### src/rtl/fetch_sequencer.sv
//==============================================================================
// Module      : fetch_sequencer
// Description : Instruction fetch sequencer. Owns the PC, addresses the
//               word-addressed instruction memory (combinational read) and
//               registers each fetched word into a valid/ready IF/ID slot.
//               Handles redirects, interrupt entry to IRQ_VECTOR and Eret.
//               Optional macro FETCH_PERF_EN enables the FetchCount and
//               SquashCount performance counters (tied to 0 otherwise).
// Revision    : 1.0 - initial release
//==============================================================================
`default_nettype none

module fetch_sequencer #(
  parameter logic [31:0] RESET_PC   = 32'h0000_0000,
  parameter logic [31:0] IRQ_VECTOR = 32'h0000_0100
) (
  input  logic        clk,
  input  logic        reset,
  output logic [31:0] Address,
  input  logic [31:0] Instruction,
  output logic        OutValid,
  input  logic        OutReady,
  output logic [31:0] OutInstr,
  output logic [31:0] OutPC,
  output logic [31:0] OutPCPlus4,
  input  logic        RedirectValid,
  input  logic [31:0] RedirectTarget,
  input  logic        Eret,
  input  logic        Irq,
  output logic        IrqAck,
  output logic [31:0] EPC,
  output logic        KernelMode,
  output logic [31:0] FetchCount,
  output logic [31:0] SquashCount
);

  // One post-reset bubble state, then run forever.
  localparam logic [0:0] ST_IDLE = 1'b0;
  localparam logic [0:0] ST_RUN  = 1'b1;

  logic [0:0]  state;
  logic [31:0] pc;
  logic [31:0] pc_plus4;
  logic        run;
  logic        slot_free;
  logic        irq_pending;
  logic        do_redirect;
  logic        do_eret;
  logic        do_irq;
  logic        do_fetch;

  assign Address  = pc;
  assign pc_plus4 = pc + 32'd4;

  // Per-cycle action select, in strict priority order.
  assign run         = (state == ST_RUN);
  assign slot_free   = !OutValid || OutReady;
  assign irq_pending = Irq && !KernelMode;
  assign do_redirect = run && RedirectValid;
  assign do_eret     = run && !RedirectValid && Eret;
  assign do_irq      = run && !RedirectValid && !Eret && irq_pending && slot_free;
  assign do_fetch    = run && !RedirectValid && !Eret && !irq_pending && slot_free;

  // PC, output slot, interrupt state and sequencing state.
  always_ff @(posedge clk or negedge reset) begin
    if (!reset) begin
      state      <= ST_IDLE;
      pc         <= RESET_PC;
      OutValid   <= 1'b0;
      OutInstr   <= 32'h0;
      OutPC      <= 32'h0;
      OutPCPlus4 <= 32'h0;
      IrqAck     <= 1'b0;
      EPC        <= 32'h0;
      KernelMode <= 1'b0;
    end else begin
      IrqAck <= 1'b0;
      if (state == ST_IDLE) begin
        state <= ST_RUN;
      end else if (do_redirect) begin
        // Target is forced to word alignment.
        pc       <= {RedirectTarget[31:2], 2'b00};
        OutValid <= 1'b0;
      end else if (do_eret) begin
        pc         <= EPC;
        KernelMode <= 1'b0;
        OutValid   <= 1'b0;
      end else if (do_irq) begin
        // The instruction at pc is not fetched; Eret reissues it from EPC.
        EPC        <= pc;
        pc         <= IRQ_VECTOR;
        KernelMode <= 1'b1;
        IrqAck     <= 1'b1;
        OutValid   <= 1'b0;
      end else if (do_fetch) begin
        OutInstr   <= Instruction;
        OutPC      <= pc;
        OutPCPlus4 <= pc_plus4;
        OutValid   <= 1'b1;
        pc         <= pc_plus4;
      end
    end
  end

`ifdef FETCH_PERF_EN
  logic [31:0] fetch_cnt;
  logic [31:0] squash_cnt;
  logic        squash;

  // A squash discards a slot that decode has not yet taken.
  assign squash = (do_redirect || do_eret) && OutValid && !OutReady;

  // Free-running wrap-around performance counters.
  always_ff @(posedge clk or negedge reset) begin
    if (!reset) begin
      fetch_cnt  <= 32'h0;
      squash_cnt <= 32'h0;
    end else begin
      if (do_fetch) fetch_cnt  <= fetch_cnt + 32'd1;
      if (squash)   squash_cnt <= squash_cnt + 32'd1;
    end
  end

  assign FetchCount  = fetch_cnt;
  assign SquashCount = squash_cnt;
`else
  assign FetchCount  = 32'h0;
  assign SquashCount = 32'h0;
`endif

endmodule

`default_nettype wire

### config.mk
export PLATFORM = sky130hd
export DESIGN_NAME = fetch_sequencer
export DESIGN_NICKNAME = d
export VERILOG_FILES = /design/src/rtl/fetch_sequencer.sv
export SDC_FILE = /design/constraint.sdc
export NUM_CORES = 1
export LEC_CHECK = 0
export ABC_AREA = 0
export BUFFER_PORTS_ARGS = -buffer_cell sky130_fd_sc_hd__buf_2
export CAP_MARGIN = 20
export CORE_MARGIN = 3
export CORE_UTILIZATION = 30
export DETAILED_ROUTE_END_ITERATION = 10
export PLACE_DENSITY = 0.58
export SLEW_MARGIN = 20
export SYNTH_ARGS = -nofsm -noshare
export SYNTH_HDL_FRONTEND = slang
export SYNTH_SLANG_ARGS = --single-unit
### constraint.sdc
create_clock -name clk -period 2.5 [get_ports clk]
set_clock_uncertainty 0.05 [all_clocks]
set_input_delay 0 -clock clk [delete_from_list [all_inputs] [get_ports clk]]
set_output_delay 0 -clock clk [all_outputs]
set_load 0.02 [all_outputs]
==> results of run 1 <==
## final cells by class
class                      instances  area, µm²  area share [%]
inverter                           5      18.77          0.1808
clock inverter                     9      82.58          0.7954
sequential                       162       4054           39.05
clock buffer                      22      474.2           4.567
timing repair buffer             330       2101           20.23
tap                              330      412.9           3.977
multi-input combinational        649       3237           31.18
antenna                            1      2.502         0.02410
## cell usage in the layout, fill, tap and decap left out, drive strengths merged, types with 2 or more instances in the layout
cell type,n
o21ai,47
dlygate4sd3,62
buf,268
a31oi,3
clkinv,7
conb,65
a211o,2
and3,6
nor2b,4
and2,3
nand3,25
a22oi,14
xor2,14
a222oi,13
a22o,7
inv,4
or4,3
and3b,2
nor3,6
clkinvlp,2
o211ai,3
o31ai,3
and4,6
o311ai,8
nand4,10
nor2,18
xnor2,12
clkbuf,22
a21oi,20
nand2,334
nor4,4
dfrtp,162
nand2b,3
## worst min-delay path by stage
| stage | endpoint | depth (start not counted) | startpoint | slack, ps |
|---|---|---|---|---|
| 2_1_floorplan | Address[0] | 0 | reset | -350 |
| 3_3_place_gp | OutInstr[1] | 1 | reset | -20 |
| 3_5_place_dp | OutInstr[1] | 1 | reset | -10 |
| 4_1_cts | Address[30] | 5 | RedirectTarget[30] | 50 |
| 5_1_grt | OutInstr[9] | 2 | reset | 120 |
| 6_report | OutInstr[1] | 2 | reset | 50 |
## registers in the layout, indices dropped and copies added, names as in the netlist
name	count
run	1
IrqAck	1
OutValid	1
OutPC	32
EPC	32
KernelMode	1
Address	32
OutPCPlus4	30
OutInstr	32
## what timing repair did
item	in CTS	in global routing
hold endpoints to repair	120	0
gates resized for setup	0	0
hold buffers	62	0
## through the flow
| stage | std cells | util, % | instance area [µm²] | total power (W) | hold WS [ps] |
|---|---|---|---|---|---|
| 2_1_floorplan | 949 | - | 8118 | 0.004999 | -345.6 |
| 3_3_place_gp | 1414 | 36.13 | 9203 | 0.005881 | -20.63 |
| 3_5_place_dp | 1414 | 36.13 | 9203 | 0.005926 | -14.19 |
| 4_1_cts | 1507 | 40.75 | 10380 | 0.008597 | 54.33 |
| 5_1_grt | 1508 | 40.76 | 10380 | 0.008972 | 117.6 |
| 6_report | 1508 | 40.76 | 10380 | 0.008474 | 54.50 |
## cell families (layout without fill, tap and decap cells)
| family | Yosys count | count (layout) | share of synthesized area, % |
|---|---|---|---|
| AND/OR/NAND/NOR | 429 | 429 | 23.94 |
| flip-flops | 162 | 162 | 51.44 |
| buffers and inverters | 138 | 366 | 10.68 |
| AO/OA/AOI/OAI | 127 | 127 | 10.67 |
| XOR/XNOR | 26 | 26 | 2.889 |
| other | 2 | 66 | 0.09529 |
| adder cells (fa/ha/maj) | 1 | 1 | 0.1587 |
| multiplexers | 1 | 1 | 0.1270 |
## metal layers
| metal | wire (µm) | vias up | global-route usage [%] |
|---|---|---|---|
| li1 | - | 3383 | - |
| met1 | 10990 | 3381 | 23.52 |
| met2 | 12550 | 257 | 30.10 |
| met3 | 1687 | 36 | 4.156 |
| met4 | 648 | 0 | 6.119 |
| met5 | 0 | - | 0 |
## power by group
part	leakage, nW	internal, W	switching [W]
sequential	2.09	0.00315	0.000392
clock	0.272	0.00144	0.00110
combinational	3.13	0.000813	0.00158
total	5.49	0.00540	0.00307
## worst max-delay path, cell delays in order (launching register included)
cell,delay (ps)
dfrtp_1,540
nand4_4,250
or3_4,490
o311ai_0,450
o311ai_0,250
==> flow_summary.toml, run 1 <==
[outcome]
outcome = "finished clean"

[clock_network]
post-cts-setup-buffer-count = 0
h-tree-depth = 4
cts_tree = "built"
path_clk_slew_ps = 70
cts_buffer_depth = 2
cts_sinks = 162
clk_latency_ps = 420
numCtsBuffers = 17
cts.root.buffer_cell = "clkbuf_16"

[power_and_ir_drop]
power.leakage_nw = 5.487
powerDensity_nw_per_um2 = 816.2
ir_worst_vdd_mv = 0.3453

[worst_setup_path]
cp_data_arrival_time_ps = 2410
r2r_end = "Address[20]"
crit_path_end_kind = "flip-flop"
regToRegSetupSlack_ps = 280
setup.worst_path.end = "Address[20]"
rr_worst_depth = 4
cp-start-kind = "flip-flop"
worstSetupPathType = "reg2reg"
worst-path-max-fanout = 9
rr_startpoint = "Address[11]"
cp-startpoint = "Address[11]"
cp.required_ps = 2690

[final_layout]
syn2layout_area_growth_pct = 31.74
nets = 1236
drive_above_1_share_pct = 26.59
fillers = 2580

[logic_synthesis]
yosys-top-cells-area = "dfrtp_1, nand2_1, buf_4"
synth_top_area_share_pct = 51.44
synth_area_leader_cell = "dfrtp_1"
netlist_area_um2 = 7881
synth-edff-count = 0
yosysSeqAreaShare_pct = 51.44
post-synth-top-count-cell = "nand2_1"
syn_inst = 886
synth_seq_cells = 162
synthTopCellsByCount = "nand2_1, dfrtp_1, buf_4, o21ai_0, clkbuf_1"
postSynthAreaPerCell_um2 = 8.895
async_reset_ff_share_pct = 100.0
synth_ff_type = "dfrtp_1"
ys_types = 57
ys_warn_count = 0

[routing]
via_count = 7057
routed_wl_um = 25880
drt_iter0_markers = 466
vias_per_cell = 4.680
drc = 0
postRouteAntennaNets = 0
drtPass1Iterations = 5
wire_per_inst_um = 17.16

[sta]
worst-slew-pin-transition_ps = 918.3
hold_viol_final = 0
max-slew-margin-rel_pct = 38.78
fin_crit_ps = 2218
finalSetupViolations = 0
timing.final.crit_share_pct = 88.73
final.setup.tns_ps = 0
drv_slew = 0
rsz0062_at_grt = "false"
max_freq_mhz = 450.8
fin_ws_ps = 281.8

[global_routing]
grt_pass1_vias = 6915
grt_util_all_layers_pct = 18.17
antenna_found_initial = 1
gr-total-overflow = 0
grt_start_max_net_pins = 82
grt_pass1_wl_um = 40460

[hold_path]
min-delay-path-class = "in2async"

[die]
die_area_um2 = 28250
core_um2 = 25470
initial_core_util_pct = 30.94
die_y_um = 168.1
dieWidth_um = 168.1
io_pins = 297
fp-row-count = 58

[flow_run]
maxCapViolCount = 0

[placement]
place_hpwl_um = 18190
gp_congestion = 0.7852
port_buffers = 230
place_ws_ps = 257.1
(Power assumes the default switching activity.)
==> run 2, diff against run 1 <==
--- a/config.mk
+++ b/config.mk
@@ -10,6 +10,7 @@
 export CAP_MARGIN = 20
 export CORE_MARGIN = 3
 export CORE_UTILIZATION = 30
+export CTS_BUF_LIST = sky130_fd_sc_hd__clkbuf_8
 export DETAILED_ROUTE_END_ITERATION = 10
 export PLACE_DENSITY = 0.58
 export SLEW_MARGIN = 20
==> constraint.sdc (replaced) <==
create_clock -name clk -period 2.5 [get_ports clk]
set_clock_uncertainty 0.05 [all_clocks]
set_input_delay 0.375 -clock clk [delete_from_list [all_inputs] [get_ports clk]]
set_output_delay 0.375 -clock clk [all_outputs]
set_load 0.02 [all_outputs]
==> flow_summary.toml, run 2 (synthesized netlist as in run 1, its figures left out) <==
[routing]
via_count = 6722
vias_per_cell = 4.623
drtPass1Iterations = 5
drc = 0
wire_per_inst_um = 17.30
wl_met2_um = 12200
wl_met3_um = 1482
routed.top_layer = "met4"
postRouteAntennaNets = 0
routed_wl_um = 25160
met1_length_um = 11210
drt_iter0_markers = 419

[final_layout]
fillers = 2630
fin_area_um2 = 9721
mostFrequentLayoutCells = "nand2_1, buf_2, dfrtp_1"
syn2layout_area_growth_pct = 23.34
nets = 1181
drive_above_1_share_pct = 28.50
mostFrequentLayoutCell = "nand2_1"

[worst_setup_path]
worst-path-max-fanout = 36
rr_startpoint = "OutValid"
cp_slowest_stage_delay_ps = 730
path_cells = "nand2b_1, and4_2, buf_12, nand2_1, o211ai_1"
worstSetupPathType = "reg2reg"
r2r_end = "OutPCPlus4[29]"
cp.required_ps = 2820
cp-start-kind = "flip-flop"
regToRegSetupSlack_ps = 320
cp_data_arrival_time_ps = 2500
rr_worst_depth = 5
crit_path_end_kind = "flip-flop"
crit_slowest_cell = "and4_2"

[sta]
max-slew-margin-rel_pct = 39.14
drv_slew = 0
fin_crit_ps = 2177
finalSetupViolations = 0
max_freq_mhz = 459.4
rsz0062_at_grt = "false"
final.setup.tns_ps = 0
hold_viol_final = 0
worst-slew-pin-transition_ps = 912.9
timing.final.crit_share_pct = 87.07

[die]
die_y_um = 168.1
dieWidth_um = 168.1
die_area_um2 = 28250
initial_core_util_pct = 30.94
io_pins = 297
fp-row-count = 58
core_um2 = 25470

[placement]
gp_congestion = 0.7906
port_buffers = 230
place_area_um2 = 9285
place_hpwl_um = 18170

[outcome]
outcome = "finished clean"

[clock_network]
path_clk_slew_ps = 100
cts_tree = "built"
post-cts-setup-buffer-count = 0
cts_sinks = 162
numCtsBuffers = 17
cts_buffer_depth = 2
ctsHoldBuffers = 1
cts_resized = 0
h-tree-depth = 4
clk_latency_ps = 460
cts.root.buffer_cell = "clkbuf_8"

[hold_path]
min-delay-path-class = "in2reg"
hold_path_startpoint = "Instruction[29]"
min_to = "OutInstr[29]"
worstHoldPathCells = 3

[global_routing]
grt_pass1_wl_um = 38890
grt_start_max_net_pins = 61
grt_pass1_vias = 6502
gr-total-overflow = 0
grt_util_all_layers_pct = 17.55
antenna_found_initial = 1

[power_and_ir_drop]
p_switching_w = 0.003000
power.leakage_nw = 5.226
p_clk_share_pct = 26.7
ir_worst_vdd_mv = 0.3459
intPower_w = 0.004988
design_power_total_w = 0.007988
power_frac_comb_pct = 29.3
seqPwrFrac_pct = 44.1
switching_share_pct = 37.55
powerDensity_nw_per_um2 = 821.7

[flow_run]
maxCapViolCount = 0
[run 2: through the flow]
| step | setup slack, ps | std cells | hold slack (ps) | util, % |
|---|---|---|---|---|
| finish | 323.4 | 1454 | 52.89 | 38.16 |
| global route | 146.8 | 1454 | 16.60 | 38.16 |
| CTS | 309.3 | 1453 | 18.64 | 38.15 |
| detailed placement | 235.6 | 1420 | 374.4 | 36.45 |
| global placement | 265.9 | 1420 | 371.7 | 36.45 |
| floorplan | 397.5 | 949 | 29.41 | - |
[run 2: power by group through the flow]
| stage | clock (W) | combinational, W | sequential (W) |
|---|---|---|---|
| floorplan | 0 | 0.000831 | 0.00417 |
| global placement | 0 | 0.00235 | 0.00355 |
| detailed placement | 0 | 0.00237 | 0.00357 |
| CTS | 0.00220 | 0.00238 | 0.00352 |
| global route | 0.00230 | 0.00256 | 0.00360 |
| finish | 0.00213 | 0.00234 | 0.00352 |
[run 2: area by class of cell]
cell class | instances | area (µm²) | share of cell area [%]
clock inverters | 15 | 188.9 | 1.944
repair buffers | 275 | 1573 | 16.18
inverters | 5 | 18.77 | 0.1931
multi-input cells | 649 | 3237 | 33.30
diodes | 1 | 2.502 | 0.02574
clock buffers | 17 | 234.0 | 2.407
well taps | 330 | 412.9 | 4.248
flip-flops and latches | 162 | 4054 | 41.70
[run 2: worst max path at each step]
stage          startpoint        endpoint  slack, ps
3_5_place_dp     OutReady  OutPCPlus4[29]        240
3_3_place_gp     OutReady  OutPCPlus4[29]        270
2_1_floorplan  Address[2]  OutPCPlus4[16]        400
4_1_cts               run     Address[21]        310
5_1_grt               run      Address[9]        150
6_report         OutValid  OutPCPlus4[29]        320
[run 2: per-layer routing]
| layer | vias to the layer above | GRT usage (%) |
|---|---|---|
| met1 | 3217 | 23.68 |
| met2 | 219 | 28.82 |
| li1 | 3272 | - |
| met3 | 14 | 3.663 |
| met5 | - | 0 |
| met4 | 0 | 4.660 |
[run 2: critical path, delay by kind of cell (launching register included)]
kind / cells / cell delay (ps)
and+or+nand+nor: 3 / 1110
DFF: 1 / 410
buffers and inverters: 1 / 280
AOI/OAI and AO/OA: 1 / 190
